===== config.mk =====
export PLATFORM = sky130hd
export DESIGN_NAME = dual_mac_sequencer_flat
export DESIGN_NICKNAME = d
export VERILOG_FILES = /design/src/rtl/dual_mac_pkg.sv /design/src/rtl/dual_mac_sequencer_if.sv /design/src/rtl/dual_mac_lane.sv /design/src/rtl/dual_mac_sequencer.sv /design/src/flat_wrapper.sv
export SDC_FILE = /design/constraint.sdc
export NUM_CORES = 1
export LEC_CHECK = 0
export CORE_MARGIN = 4
export CORE_UTILIZATION = 61
export CTS_CLUSTER_SIZE = 14
export DETAILED_ROUTE_END_ITERATION = 8
export PLACE_DENSITY = 0.84
export REMOVE_ABC_BUFFERS = 1
export SYNTH_ARGS = -nofsm -noshare
export SYNTH_HDL_FRONTEND = slang
export SYNTH_SLANG_ARGS = --single-unit

===== constraint.sdc =====
create_clock -name clk -period 10.7 [get_ports clk]
set_input_delay 3.21 -clock clk [delete_from_list [all_inputs] [get_ports clk]]
set_output_delay 3.21 -clock clk [all_outputs]
set_load 0.05 [all_outputs]

===== src/rtl/dual_mac_pkg.sv =====
// Shared types and width helpers for the dual-weight MAC sequencer.
package dual_mac_pkg;

  typedef enum logic [2:0] {
    IDLE,
    ISSUE,
    DRAIN,
    EMIT,
    FINISH
  } state_t;

  typedef longint unsigned u64_t;

  // Accumulator width large enough that a full-length dot product can never wrap.
  function automatic int acc_width(int width, int num_inputs, int sign);
    u64_t full;
    u64_t mag;
    full = (u64_t'(1) << width) - u64_t'(1);
    if (sign != 0) begin
      mag = u64_t'(num_inputs) << (2 * width - 2);
    end else begin
      mag = u64_t'(num_inputs) * full * full;
    end
    return $clog2(mag + u64_t'(1)) + 1;
  endfunction

  function automatic int index_width(int n);
    return (n > 1) ? $clog2(n) : 1;
  endfunction

endpackage


===== src/rtl/dual_mac_sequencer_if.sv =====
// Memory-read and result-stream signals between the sequencer, the input/weight RAMs and the activation stage.
interface dual_mac_sequencer_if
  import dual_mac_pkg::*;
#(
  parameter int WIDTH       = 8,
  parameter int NUM_INPUTS  = 1024,
  parameter int NUM_NEURONS = 16,
  parameter int SIGN        = 1
);

  localparam int ACC_W  = acc_width(WIDTH, NUM_INPUTS, SIGN);
  localparam int IN_AW  = index_width(NUM_INPUTS);
  localparam int W_AW   = index_width(NUM_NEURONS / 2 * NUM_INPUTS);
  localparam int PAIR_W = index_width(NUM_NEURONS / 2);

  logic [IN_AW-1:0]         in_addr;
  logic [WIDTH-1:0]         in_data;
  logic [W_AW-1:0]          w_addr;
  logic [WIDTH-1:0]         w_t_data;
  logic [WIDTH-1:0]         w_b_data;
  logic                     out_valid;
  logic                     out_ready;
  logic [PAIR_W-1:0]        out_pair;
  logic signed [ACC_W-1:0]  out_t;
  logic signed [ACC_W-1:0]  out_b;

  modport master (
    output in_addr, w_addr, out_valid, out_pair, out_t, out_b,
    input  in_data, w_t_data, w_b_data, out_ready
  );

  modport slave (
    input  in_addr, w_addr, out_valid, out_pair, out_t, out_b,
    output in_data, w_t_data, w_b_data, out_ready
  );

endinterface


===== src/rtl/dual_mac_lane.sv =====
// Shared-input MAC with two accumulators (top and bottom weight rows).
module dual_mac_lane
  import dual_mac_pkg::*;
#(
  parameter int WIDTH      = 8,
  parameter int NUM_INPUTS = 1024,
  parameter int SIGN       = 1,
  localparam int ACC_W     = acc_width(WIDTH, NUM_INPUTS, SIGN)
) (
  input  logic                    clk,
  input  logic                    reset,
  input  logic                    clr,
  input  logic                    en,
  input  logic [WIDTH-1:0]        x,
  input  logic [WIDTH-1:0]        w_t,
  input  logic [WIDTH-1:0]        w_b,
  output logic signed [ACC_W-1:0] acc_t,
  output logic signed [ACC_W-1:0] acc_b
);

  localparam bit SX = (SIGN != 0);

  logic signed [ACC_W-1:0] x_ext;
  logic signed [ACC_W-1:0] wt_ext;
  logic signed [ACC_W-1:0] wb_ext;

  // Operands are widened to the accumulator width so the product needs no further extension.
  assign x_ext  = {{(ACC_W - WIDTH){SX & x[WIDTH-1]}}, x};
  assign wt_ext = {{(ACC_W - WIDTH){SX & w_t[WIDTH-1]}}, w_t};
  assign wb_ext = {{(ACC_W - WIDTH){SX & w_b[WIDTH-1]}}, w_b};

  always_ff @(posedge clk) begin
    if (reset || clr) begin
      acc_t <= '0;
      acc_b <= '0;
    end else if (en) begin
      acc_t <= acc_t + x_ext * wt_ext;
      acc_b <= acc_b + x_ext * wb_ext;
    end
  end

endmodule


===== src/rtl/dual_mac_sequencer.sv =====
// Walks all neuron pairs of a layer through the dual MAC lane and streams each pair's sums out.
// Define DUAL_MAC_RELU_EN to clamp negative results to zero on output.
module dual_mac_sequencer
  import dual_mac_pkg::*;
#(
  parameter int WIDTH       = 8,
  parameter int NUM_INPUTS  = 1024,
  parameter int NUM_NEURONS = 16,
  parameter int SIGN        = 1
) (
  input  logic                 clk,
  input  logic                 reset,
  input  logic                 start,
  output logic                 busy,
  output logic                 done,
  dual_mac_sequencer_if.master bus
);

  localparam int ACC_W     = acc_width(WIDTH, NUM_INPUTS, SIGN);
  localparam int IN_AW     = index_width(NUM_INPUTS);
  localparam int W_AW      = index_width(NUM_NEURONS / 2 * NUM_INPUTS);
  localparam int PAIR_W    = index_width(NUM_NEURONS / 2);
  localparam int NUM_PAIRS = NUM_NEURONS / 2;

  if ((NUM_NEURONS % 2) != 0) begin : g_odd_neurons
    $error("dual_mac_sequencer: NUM_NEURONS must be even");
  end

  state_t                  state;
  state_t                  state_next;
  logic [IN_AW-1:0]        k;
  logic [W_AW-1:0]         w_addr;
  logic [PAIR_W-1:0]       pair;
  logic                    valid_d;
  logic                    acc_clr;
  logic                    last_k;
  logic                    last_pair;
  logic signed [ACC_W-1:0] acc_t;
  logic signed [ACC_W-1:0] acc_b;

  assign last_k    = (k == IN_AW'(NUM_INPUTS - 1));
  assign last_pair = (pair == PAIR_W'(NUM_PAIRS - 1));

  always_ff @(posedge clk) begin
    if (reset) begin
      state <= IDLE;
    end else begin
      state <= state_next;
    end
  end

  always_comb begin
    state_next    = state;
    acc_clr       = 1'b0;
    busy          = (state != IDLE);
    done          = (state == FINISH);
    bus.out_valid = (state == EMIT);
    case (state)
      IDLE: begin
        if (start) begin
          state_next = ISSUE;
          acc_clr    = 1'b1;
        end
      end
      ISSUE:  if (last_k) state_next = DRAIN;
      DRAIN:  state_next = EMIT;
      EMIT: begin
        if (bus.out_ready) begin
          acc_clr    = 1'b1;
          state_next = last_pair ? FINISH : ISSUE;
        end
      end
      FINISH: state_next = IDLE;
      default: state_next = IDLE;
    endcase
  end

  // w_addr simply counts through the weight rows, so it already sits on the next pair's base after ISSUE.
  always_ff @(posedge clk) begin
    if (reset) begin
      k       <= '0;
      w_addr  <= '0;
      pair    <= '0;
      valid_d <= 1'b0;
    end else begin
      valid_d <= (state == ISSUE);
      case (state)
        IDLE: begin
          if (start) begin
            k      <= '0;
            w_addr <= '0;
            pair   <= '0;
          end
        end
        ISSUE: begin
          k      <= last_k ? '0 : k + IN_AW'(1);
          w_addr <= w_addr + W_AW'(1);
        end
        EMIT: begin
          if (bus.out_ready && !last_pair) begin
            pair <= pair + PAIR_W'(1);
          end
        end
        default: ;
      endcase
    end
  end

  dual_mac_lane #(
    .WIDTH      (WIDTH),
    .NUM_INPUTS (NUM_INPUTS),
    .SIGN       (SIGN)
  ) u_lane (
    .clk   (clk),
    .reset (reset),
    .clr   (acc_clr),
    .en    (valid_d),
    .x     (bus.in_data),
    .w_t   (bus.w_t_data),
    .w_b   (bus.w_b_data),
    .acc_t (acc_t),
    .acc_b (acc_b)
  );

  assign bus.in_addr  = k;
  assign bus.w_addr   = w_addr;
  assign bus.out_pair = pair;

  // The lane accumulators are frozen throughout EMIT, so they serve directly as the result register.
`ifdef DUAL_MAC_RELU_EN
  assign bus.out_t = acc_t[ACC_W-1] ? '0 : acc_t;
  assign bus.out_b = acc_b[ACC_W-1] ? '0 : acc_b;
`else
  assign bus.out_t = acc_t;
  assign bus.out_b = acc_b;
`endif

endmodule


===== src/flat_wrapper.sv =====
// flat-port wrapper written by rule: the top's interface ports become plain ports
module dual_mac_sequencer_flat import dual_mac_pkg::*;
#(
  parameter int WIDTH       = 8,
  parameter int NUM_INPUTS  = 1024,
  parameter int NUM_NEURONS = 16,
  parameter int SIGN        = 1
)
  (clk, reset, start, busy, done, bus_in_addr, bus_w_addr, bus_out_valid, bus_out_pair, bus_out_t, bus_out_b, bus_in_data, bus_w_t_data, bus_w_b_data, bus_out_ready);
  dual_mac_sequencer_if #(.WIDTH(WIDTH), .NUM_INPUTS(NUM_INPUTS), .NUM_NEURONS(NUM_NEURONS), .SIGN(SIGN)) bus_i ();
  input  logic clk;
  input  logic reset;
  input  logic start;
  output logic busy;
  output logic done;
  output wire logic [$bits(bus_i.in_addr)-1:0] bus_in_addr;
  output wire logic [$bits(bus_i.w_addr)-1:0] bus_w_addr;
  output wire logic [$bits(bus_i.out_valid)-1:0] bus_out_valid;
  output wire logic [$bits(bus_i.out_pair)-1:0] bus_out_pair;
  output wire logic [$bits(bus_i.out_t)-1:0] bus_out_t;
  output wire logic [$bits(bus_i.out_b)-1:0] bus_out_b;
  input wire logic [$bits(bus_i.in_data)-1:0] bus_in_data;
  input wire logic [$bits(bus_i.w_t_data)-1:0] bus_w_t_data;
  input wire logic [$bits(bus_i.w_b_data)-1:0] bus_w_b_data;
  input wire logic [$bits(bus_i.out_ready)-1:0] bus_out_ready;
  assign bus_in_addr = bus_i.in_addr;
  assign bus_w_addr = bus_i.w_addr;
  assign bus_out_valid = bus_i.out_valid;
  assign bus_out_pair = bus_i.out_pair;
  assign bus_out_t = bus_i.out_t;
  assign bus_out_b = bus_i.out_b;
  assign bus_i.in_data = bus_in_data;
  assign bus_i.w_t_data = bus_w_t_data;
  assign bus_i.w_b_data = bus_w_b_data;
  assign bus_i.out_ready = bus_out_ready;
  dual_mac_sequencer #(.WIDTH(WIDTH), .NUM_INPUTS(NUM_INPUTS), .NUM_NEURONS(NUM_NEURONS), .SIGN(SIGN)) u_core (.clk(clk), .reset(reset), .start(start), .busy(busy), .done(done), .bus(bus_i));
endmodule

==> flow_summary.toml <==
[outcome]
outcome = "completed"

[critical_path]
critPathRequiredTime_ns = 10.97
end_kind = "flip-flop"
worstPathArrival_ns = 9.43
critical_path.startpoint_type = "input pin"
path_class = "in2reg"
path_max_fanout = 16

[detailed_routing]
firstDrtPassIters = 5
num_vias = 9180
routedWlPerCell_um = 16.5
postRouteWirelength_um = 27200
drt_iter0_drc = 464
viasPerCell = 5.59
drc_violations = 0
ant_nets = 0

[sta]
fin_worst_skew_ns = 0.0124
hold_violations = 0
period_needed_ns = 9.16
setup_viol = 0
min_period_over_period_pct = 85.6
final-max-slew-violation-count = 0
timing.fmax_mhz = 109
tightest_slew_ns = 0.838
relSlewSlack_pct = 44.0
grt_setup_unrepaired = "no"
tns_ns = 0

[clock_network]
cts.sinks = 82
postCtsHoldBufs = 0
post-cts-setup-buffers = 0
clk_transition_reported_paths_ns = 0.07
cts-buffers-inserted = 9
cts_tree = "yes"
cts_max_level = 3
cts_max_path_buffers = 2
cts-resized-gates = 0
worstSkewPairLatency_ns = 0.36
cts_root_buf = "clkbuf_16"

[place]
gp_congestion = 0.879
portBuffers = 108
dp.final_hpwl_um = 21400

[layout]
layout.cells.most_common = "fa_1"
area_growth_syn_to_layout_pct = 14.1
layout_common_cells = "fa_1 (220), inv_1 (207), ha_1 (124), clkdlybuf4s50_1 (108), nand2_1 (107)"
register_area_um2 = 1640
num-fill-cells = 1429
nets = 1745
drive_gt1_share_pct = 3.05
insertedDiodeCount = 0
multi_input_area_um2 = 9550

[logic_synthesis]
synth_top_flop_cell = "dfxtp_1"
synth-xor-area-share_pct = 3.98
yosys_warnings = 0
ff_latch_count_synth = 82
synthAdderAreaFrac_pct = 49.2
synth_top_family_by_area = "adder cells"
syn-cell-area_um2 = 12100
syn_area_per_cell_um2 = 9.49
synth_simple_gate_area_share_pct = 13.0
post_synthesis_compound_gate_area_fraction_pct = 9.94
post_synth_num_cell_types = 60
synth_async_sr_flop_share_pct = 0
number_of_enable_type_register_cells_in_the_synthesized_netlist = 0
ys_seq_area_share_pct = 13.6
postSynthCellCount = 1275
synthMuxAreaShare_pct = 2.67

[grt]
grt.overflow.total = 0
grt_max_degree = 42
grt_antenna_before_repair = 0
grt_pass1_wl_um = 47600
groute.usage.overall_pct = 26.6
grt_pass1_vias = 9951

[floorplan]
initial_core_util_pct = 62.1
core_area_um2 = 19500
top_level_ports = 109
placement_rows = 51
design.die.area_um2 = 22100
die_h_um = 149
die_w_um = 149

[job]
maxCapViolations = 0

[min_path]
hold_path_class = "reg2reg"
==> synthesized netlist by cell type (4+ instances only) <==
master	instances	area, um2
a211oi_1	12	90.1
a21o_1	13	97.6
a21oi_1	58	290
a31oi_1	12	75.1
and2_1	64	400
and3_1	11	68.8
clkbuf_1	24	90.1
dfxtp_1	82	1640
fa_1	220	4400
ha_1	124	1550
inv_1	207	777
mux2i_1	27	270
nand2_1	107	402
nand2b_1	4	25.0
nand3_1	15	75.1
nor2_1	95	357
nor3_1	7	35.0
nor3b_1	6	45.0
o211ai_1	12	90.1
o21a_1	7	52.6
o21ai_0	49	245
o21bai_1	4	30.0
xnor2_1	32	280
xor2_1	23	201
==> sequential cells by signal, indices dropped and copies added, names as in the netlist <==
name and cells:
u_core.state 3, u_core.u_lane.acc_b 26, u_core.valid_d 1, u_core.bus.out_pair 3, u_core.bus.in_addr 10, u_core.u_lane.acc_t 26, u_core.bus.w_addr 13
==> worst max-delay path, stage by stage <==
cell	delay, ns
clkdlybuf4s50_1	0.80
nand2_1	0.28
fa_1	0.69
fa_1	0.82
inv_1	0.30
fa_1	0.56
fa_1	0.49
ha_1	0.31
ha_1	0.37
a211oi_1	0.48
o31ai_1	0.16
a21oi_1	0.28
a21o_1	0.16
o211ai_1	0.12
xnor2_1	0.16
a211oi_1	0.23
==> through the flow <==
stage	instances	hold slack, ns	setup slack (ns)	utilization, %	instance area [um2]
floorplan	1245	0.495	2.24	-	12000
global route	1643	0.516	1.07	70.9	13800
detailed placement	1627	0.476	1.32	69.1	13500
finish	1643	0.486	1.54	70.9	13800
CTS	1643	0.491	1.55	70.9	13800
global placement	1627	0.468	1.43	69.1	13500
==> kinds of logic (layout without fill, tap and decap cells) <==
family	count (synthesis)	count (layout)
AO/OA/AOI/OAI	193	193
multiplexers	31	31
XOR/XNOR	55	55
AND/OR/NAND/NOR	331	331
adder cells (fa/ha/maj)	344	344
buffers and inverters	239	342
flip-flops	82	82
==> cell type report <==
cell class              count  area share (%)
well taps                 265            2.40
multi-input cells         954            69.2
clock inverters             7           0.897
clock buffers               9            1.63
repair buffers            117            8.32
inverters                 209            5.68
flip-flops and latches     82            11.9
==> routing by layer <==
metal / up-vias / global-route usage (%) / part of all wire [%]
met5: - / 0 / 0
met4: 0 / 9.02 / 2.7
met3: 53 / 4.25 / 5.8
met2: 284 / 45.9 / 50
met1: 4553 / 34.6 / 41
li1: 4290 / - / -
==> final timing paths <==
| check | startpoint | to | slack, ns | cells past startpoint |
|---|---|---|---|---|
| worst max register to register | u_core.u_lane.acc_b[4] | u_core.u_lane.acc_b[24] | 5.44 | 18 |
| worst max-delay path | bus_in_data[7] | u_core.u_lane.acc_t[25] | 1.54 | 16 |
| worst min register to register | u_core.bus.out_pair[2] | u_core.bus.out_pair[2] | 0.49 | 2 |
| worst min-delay path | u_core.bus.out_pair[2] | u_core.bus.out_pair[2] | 0.49 | 2 |
Power is not shown: default switching activity piles up to over one toggle a cycle in this logic, so the estimate is an artifact.
